$ cat src/rtl/rr_arbiter4_pkg.sv
// Shared definitions for the four-way round-robin arbiter.
package rr_arbiter4_pkg;

  localparam int NREQ = 4;
  localparam int IW   = 2;

  typedef enum logic {
    IDLE  = 1'b0,
    GRANT = 1'b1
  } state_e;

  // Binary requester index to one-hot grant vector.
  function automatic logic [NREQ-1:0] idx2onehot(input logic [IW-1:0] idx);
    logic [NREQ-1:0] oh;
    oh      = '0;
    oh[idx] = 1'b1;
    return oh;
  endfunction

endpackage

$ cat src/rtl/rr_arbiter4_pick.sv
// Combinational round-robin winner selection: rotate the request vector so
// that the pointer position lands at bit 0, take the lowest set bit, then
// add the pointer back to recover the absolute requester index.
module rr_pick4
  import rr_arbiter4_pkg::*;
(
  input  logic [NREQ-1:0] req,
  input  logic [IW-1:0]   ptr,
  output logic [IW-1:0]   win_idx,
  output logic            any_req
);

  logic [2*NREQ-1:0] req_dbl;
  logic [NREQ-1:0]   req_rot;
  logic [IW-1:0]     rot_off;

  // Rotate requests so that requester 'ptr' sits at bit 0.
  always_comb begin
    req_dbl = {req, req};
    req_rot = req_dbl[ptr +: NREQ];
  end

  // Lowest set bit of the rotated vector has the highest priority.
  always_comb begin
    rot_off = '0;
    for (int i = NREQ - 1; i >= 0; i--) begin
      if (req_rot[i]) rot_off = IW'(i);
    end
  end

  // Un-rotate; the 2-bit add wraps modulo four on its own.
  always_comb begin
    win_idx = ptr + rot_off;
    any_req = |req;
  end

endmodule

$ cat src/rtl/rr_arbiter4.sv
// Four-way round-robin arbiter with registered one-hot/binary grant, a
// mandatory idle cycle between owners and an optional hold timeout.
module rr_arbiter4
  import rr_arbiter4_pkg::*;
#(
  parameter int MAX_HOLD = 8,
  parameter int CW       = 8
) (
  input  logic            clk,
  input  logic            reset_n,
  input  logic [NREQ-1:0] req,
  output logic [NREQ-1:0] gnt,
  output logic [IW-1:0]   gnt_idx,
  output logic            busy,
  output logic            timeout
);

  // Hold count at which the grant is revoked; only meaningful when enabled.
  localparam logic          TO_EN     = (MAX_HOLD != 0);
  localparam logic [CW-1:0] HOLD_LAST = CW'(MAX_HOLD - 1);

  state_e          state_q,   state_d;
  logic [NREQ-1:0] gnt_q,     gnt_d;
  logic [IW-1:0]   idx_q,     idx_d;
  logic [IW-1:0]   ptr_q,     ptr_d;
  logic [CW-1:0]   hold_q,    hold_d;
  logic            busy_q,    busy_d;
  logic            timeout_q, timeout_d;

  logic [IW-1:0]   win_idx;
  logic            any_req;

  rr_pick4 u_pick (
    .req     (req),
    .ptr     (ptr_q),
    .win_idx (win_idx),
    .any_req (any_req)
  );

  // State, grant, pointer and hold-counter registers.
  always_ff @(posedge clk or negedge reset_n) begin
    if (!reset_n) begin
      state_q   <= IDLE;
      gnt_q     <= '0;
      idx_q     <= '0;
      ptr_q     <= '0;
      hold_q    <= '0;
      busy_q    <= 1'b0;
      timeout_q <= 1'b0;
    end else begin
      state_q   <= state_d;
      gnt_q     <= gnt_d;
      idx_q     <= idx_d;
      ptr_q     <= ptr_d;
      hold_q    <= hold_d;
      busy_q    <= busy_d;
      timeout_q <= timeout_d;
    end
  end

  // Next-state logic: arbitrate in IDLE, watch release/timeout in GRANT.
  always_comb begin
    state_d   = state_q;
    gnt_d     = gnt_q;
    idx_d     = idx_q;
    ptr_d     = ptr_q;
    hold_d    = hold_q;
    busy_d    = busy_q;
    timeout_d = 1'b0;
    unique case (state_q)
      IDLE: begin
        if (any_req) begin
          state_d = GRANT;
          gnt_d   = idx2onehot(win_idx);
          idx_d   = win_idx;
          ptr_d   = win_idx + IW'(1);
          hold_d  = '0;
          busy_d  = 1'b1;
        end
      end
      GRANT: begin
        if (!req[idx_q]) begin
          // Owner release wins over a coincident timeout: no pulse.
          state_d = IDLE;
          gnt_d   = '0;
          idx_d   = '0;
          busy_d  = 1'b0;
        end else if (TO_EN && (hold_q == HOLD_LAST)) begin
          state_d   = IDLE;
          gnt_d     = '0;
          idx_d     = '0;
          busy_d    = 1'b0;
          timeout_d = 1'b1;
        end else begin
          hold_d = hold_q + CW'(1);
        end
      end
      default: begin
        state_d = IDLE;
        gnt_d   = '0;
        idx_d   = '0;
        busy_d  = 1'b0;
      end
    endcase
  end

  // All outputs come straight from flops.
  always_comb begin
    gnt     = gnt_q;
    gnt_idx = idx_q;
    busy    = busy_q;
    timeout = timeout_q;
  end

endmodule
$ cat config.mk
export PLATFORM = sky130hd
export DESIGN_NAME = rr_arbiter4
export DESIGN_NICKNAME = d
export VERILOG_FILES = /design/src/rtl/rr_arbiter4_pkg.sv /design/src/rtl/rr_arbiter4_pick.sv /design/src/rtl/rr_arbiter4.sv
export SDC_FILE = /design/constraint.sdc
export NUM_CORES = 1
export LEC_CHECK = 0
export BUFFER_PORTS_ARGS = -buffer_cell sky130_fd_sc_hd__buf_4
export CAP_MARGIN = 15
export CORE_MARGIN = 5
export CORE_UTILIZATION = 45
export CTS_BUF_LIST = sky130_fd_sc_hd__clkbuf_4 sky130_fd_sc_hd__clkbuf_8
export DETAILED_ROUTE_END_ITERATION = 6
export PLACE_DENSITY = 0.67
export SLEW_MARGIN = 10
export SYNTH_ARGS = -nofsm -noshare
export SYNTH_HDL_FRONTEND = slang
export SYNTH_SLANG_ARGS = --single-unit
$ cat constraint.sdc
create_clock -name clk -period 4.4 [get_ports clk]
set_input_delay 0.22 -clock clk [delete_from_list [all_inputs] [get_ports clk]]
set_output_delay 0.22 -clock clk [all_outputs]
set_load 0.03 [all_outputs]
==> results.py <==
metrics = {
    "timing": {
        "layout_worst_path_cycle_share": 0.504,
        "slew_headroom": 0.467,
        "fin_skew_ns": 0.00334,
        "finalMaxSlewViolations": 0,
        "hold_slack_ns": 0.299,
        "fin_crit_ns": 2.22,
        "worstMarginPinSlew_ns": 0.797,
        "setup_viol": 0,
        "finalHoldViolations": 0,
        "fmax_mhz": 451,
        "finalSetupTns_ns": 0,
        "rsz0062_at_grt": "false",
    },
    "floorplan": {
        "fp.dieArea_um2": 3490,
        "pin_count": 14,
        "row_count": 17,
        "die_w_um": 59.1,
        "die_y_um": 59.1,
        "start_util": 0.481,
        "core_area_um2": 2250,
    },
    "yosys": {
        "synth_top_area_frac": 0.438,
        "ys_seq_elements": 19,
        "syn_inst": 105,
        "ys_warn_count": 0,
        "synth_top_area_cell": "dfrtp_1",
        "syn_area_per_cell_um2": 10.3,
        "synthTopCellsByArea": "dfrtp_1 44%, xor2_1 4.8%, nor2_1 3.5%, nand3_1 3.2%, mux4_1 2.4%",
        "syn-cell-area_um2": 1080,
        "syn_nets": 113,
        "post_synth_num_cell_types": 40,
        "ys_seq_area_frac": 0.438,
    },
    "finish": {
        "drive_above_1_share": 0.225,
        "most-common-layout-cells": "19 x dfrtp_1, 13 x buf_4, 10 x nor2_1",
        "stdcell_count": 148,
        "mostFrequentLayoutCell": "dfrtp_1",
        "nets": 129,
        "area_delta_synth_final_pct": 14.6,
        "diodes": 0,
        "stdcell_area_um2": 1240,
    },
    "critical_path": {
        "slowest_stage": "dfrtp_1",
        "path_buf_inv": 0,
        "cp_data_arrival_time_ns": 2.40,
        "worstSetupPathType": "flip-flop to flip-flop",
        "reg2reg_depth": 10,
        "worstPathRequired_ns": 4.58,
        "cp.depth": 10,
        "path_cells": "nand2b_1 > a21oi_1 > nor2_1 > a21oi_1 > a21oi_1 > ha_1 > xnor2_1 > nor4_1 > o21ai_0 > xnor2_1",
        "critPathTopFamily": "flip-flops",
        "cpMostUsedCell": "a21oi_1",
        "critPathLaunchType": "flip-flop",
        "max_stage_delay_ns": 0.50,
        "crit_fanout": 9,
        "endpoint_kind": "flip-flop",
    },
    "cts": {
        "clockBufferDepth": 2,
        "clock-sinks": 19,
        "cts_buffers": 3,
        "h-tree-depth": 1,
        "ctsResizeCount": 0,
        "clock_latency_ns": 0.30,
        "root_buffer": "clkbuf_4",
        "cts_tree": "done",
        "path_clk_slew_ns": 0.11,
    },
    "drt": {
        "drt_iter0_drc": 18,
        "ant_nets": 0,
        "drt_pass1_iterations": 4,
        "num_vias": 838,
        "routedWlPerCell_um": 14.5,
        "wl_mm": 2.15,
        "drc": 0,
        "viasPerCell": 5.66,
    },
    "worst_hold_path": {
        "whs_path_depth": 4,
        "hp-class": "primary input to flip-flop",
    },
    "place": {
        "dpl.cell_count": 143,
        "dp_hpwl_mm": 1.64,
        "placed_cell_area_um2": 1200,
        "routabilityCongestion": 0.754,
        "io_buffers": 13,
    },
    "power_and_ir_drop": {
        "power_density_nw_per_um2": 636,
        "leakagePower_nw": 0.584,
        "vdd_drop_max_mv": 0.425,
    },
    "global_route": {
        "grt.overflow.total": 0,
        "grt_max_degree": 20,
        "grt_antenna_before_repair": 0,
        "grtUsageTotal": 0.136,
        "grt_pass1_vias": 774,
        "grt_first_pass_wirelength_mm": 3.65,
    },
    "status": {
        "outcome": "complete, no violations",
    },
    "run": {
        "maxCapViolations": 0,
    },
}
-- sequential cells by signal, summed over array words and instances, names as in the netlist --
name and count:
gnt_idx 2, gnt 4, hold_q 8, state_q 1, timeout 1, ptr_q 2, busy 1
-- path summary, 6_finish.rpt --
| kind | to | from | slack [ns] |
|---|---|---|---|
| setup / recovery | ptr_q[1]$_DFFE_PN0P_ | ptr_q[1]$_DFFE_PN0P_ | 2.18 |
| hold / removal | hold_q[5]$_DFFE_PN0P_ | req[1] | 0.30 |
| setup reg to reg | ptr_q[1]$_DFFE_PN0P_ | ptr_q[1]$_DFFE_PN0P_ | 2.18 |
| hold reg to reg | busy$_DFFE_PN0P_ | busy$_DFFE_PN0P_ | 0.49 |
| max in group asynchronous | hold_q[6]$_DFFE_PN0P_ | reset_n | 3.87 |
| min in group asynchronous | state_q$_DFF_PN0_ | reset_n | 0.33 |
-- routing by layer --
layer	vias to the layer above	share of wire	global-route usage
met4	0	0.0056	0.0388
met2	22	0.45	0.191
met1	398	0.49	0.214
met5	-	0	0
met3	2	0.053	0.0196
li1	416	-	-
-- cell families (layout without fill, tap and decap cells) --
family / Yosys count / in the layout / synth area share
adders and majority gates: 2 / 2 / 0.0231
muxes: 2 / 2 / 0.0335
xor gates and xnor gates: 10 / 10 / 0.0877
DFF: 19 / 19 / 0.438
and+or+nand+nor: 46 / 46 / 0.248
buffers and inverters: 6 / 21 / 0.0231
AOI/OAI and AO/OA: 20 / 20 / 0.146
-- final cells by class --
cell class	instances	area, um2
Timing Repair Buffer	14	108
Clock buffer	4	30.0
Fill cell	216	1010
Sequential cell	19	475
Inverter	3	11.3
Tap cell	28	35.0
Multi-Input combinational cell	80	584
-- repair_timing --
item                      4_1_cts  5_1_grt
setup buffers                   0        0
hold buffers                    1        0
hold endpoints to repair       19        0
-- power breakdown --
part | switching, mW | internal [mW]
sequential | 0.0557 | 0.222
combinational | 0.233 | 0.184
clock | 0.0540 | 0.0415
total | 0.343 | 0.448
-- cell usage after synthesis --
| library cell | number |
|---|---|
| dfrtp_1 | 19 |
| nor2_1 | 10 |
| nand3_1 | 7 |
| nand2_1 | 6 |
| xor2_1 | 6 |
| a21oi_1 | 4 |
| o21ai_0 | 4 |
| a22o_1 | 3 |
| inv_1 | 3 |
| nand2b_1 | 3 |
| nor4_1 | 3 |
| xnor2_1 | 3 |
| and3_1 | 2 |
| buf_2 | 2 |
| ha_1 | 2 |
| nand4_1 | 2 |
| nor3_1 | 2 |
| o2bb2ai_1 | 2 |
| a2111oi_2 | 1 |
| a21o_1 | 1 |
| a32o_1 | 1 |
| and2_4 | 1 |
| and2b_2 | 1 |
| and3_2 | 1 |
| and3b_1 | 1 |
| clkbuf_1 | 1 |
| mux2i_1 | 1 |
| mux4_1 | 1 |
| nand2_8 | 1 |
| nor2b_1 | 1 |
| nor3_2 | 1 |
| o211a_1 | 1 |
| o21a_1 | 1 |
| o21ai_4 | 1 |
| o31a_1 | 1 |
| or2_2 | 1 |
| or3_1 | 1 |
| or3_4 | 1 |
| or4_1 | 1 |
| xnor2_2 | 1 |
-- worst register-to-register path: stages, from the launching register on --
cell and delay [ns]:
dfrtp_1 0.50, nand2b_1 0.21, a21oi_1 0.14, nor2_1 0.05
a21oi_1 0.10, a21oi_1 0.08, ha_1 0.37, xnor2_1 0.17
nor4_1 0.15, o21ai_0 0.15, xnor2_1 0.19
-- stage by stage --
stage	utilization	total power, mW	worst slack [ns]
after floorplan	-	0.594	2.39
after global placement	0.534	0.687	2.29
after detailed placement	0.534	0.698	2.21
after CTS	0.552	0.797	2.18
after global routing	0.552	0.849	2.07
final	0.552	0.790	2.18
(Power assumes the default switching activity.)
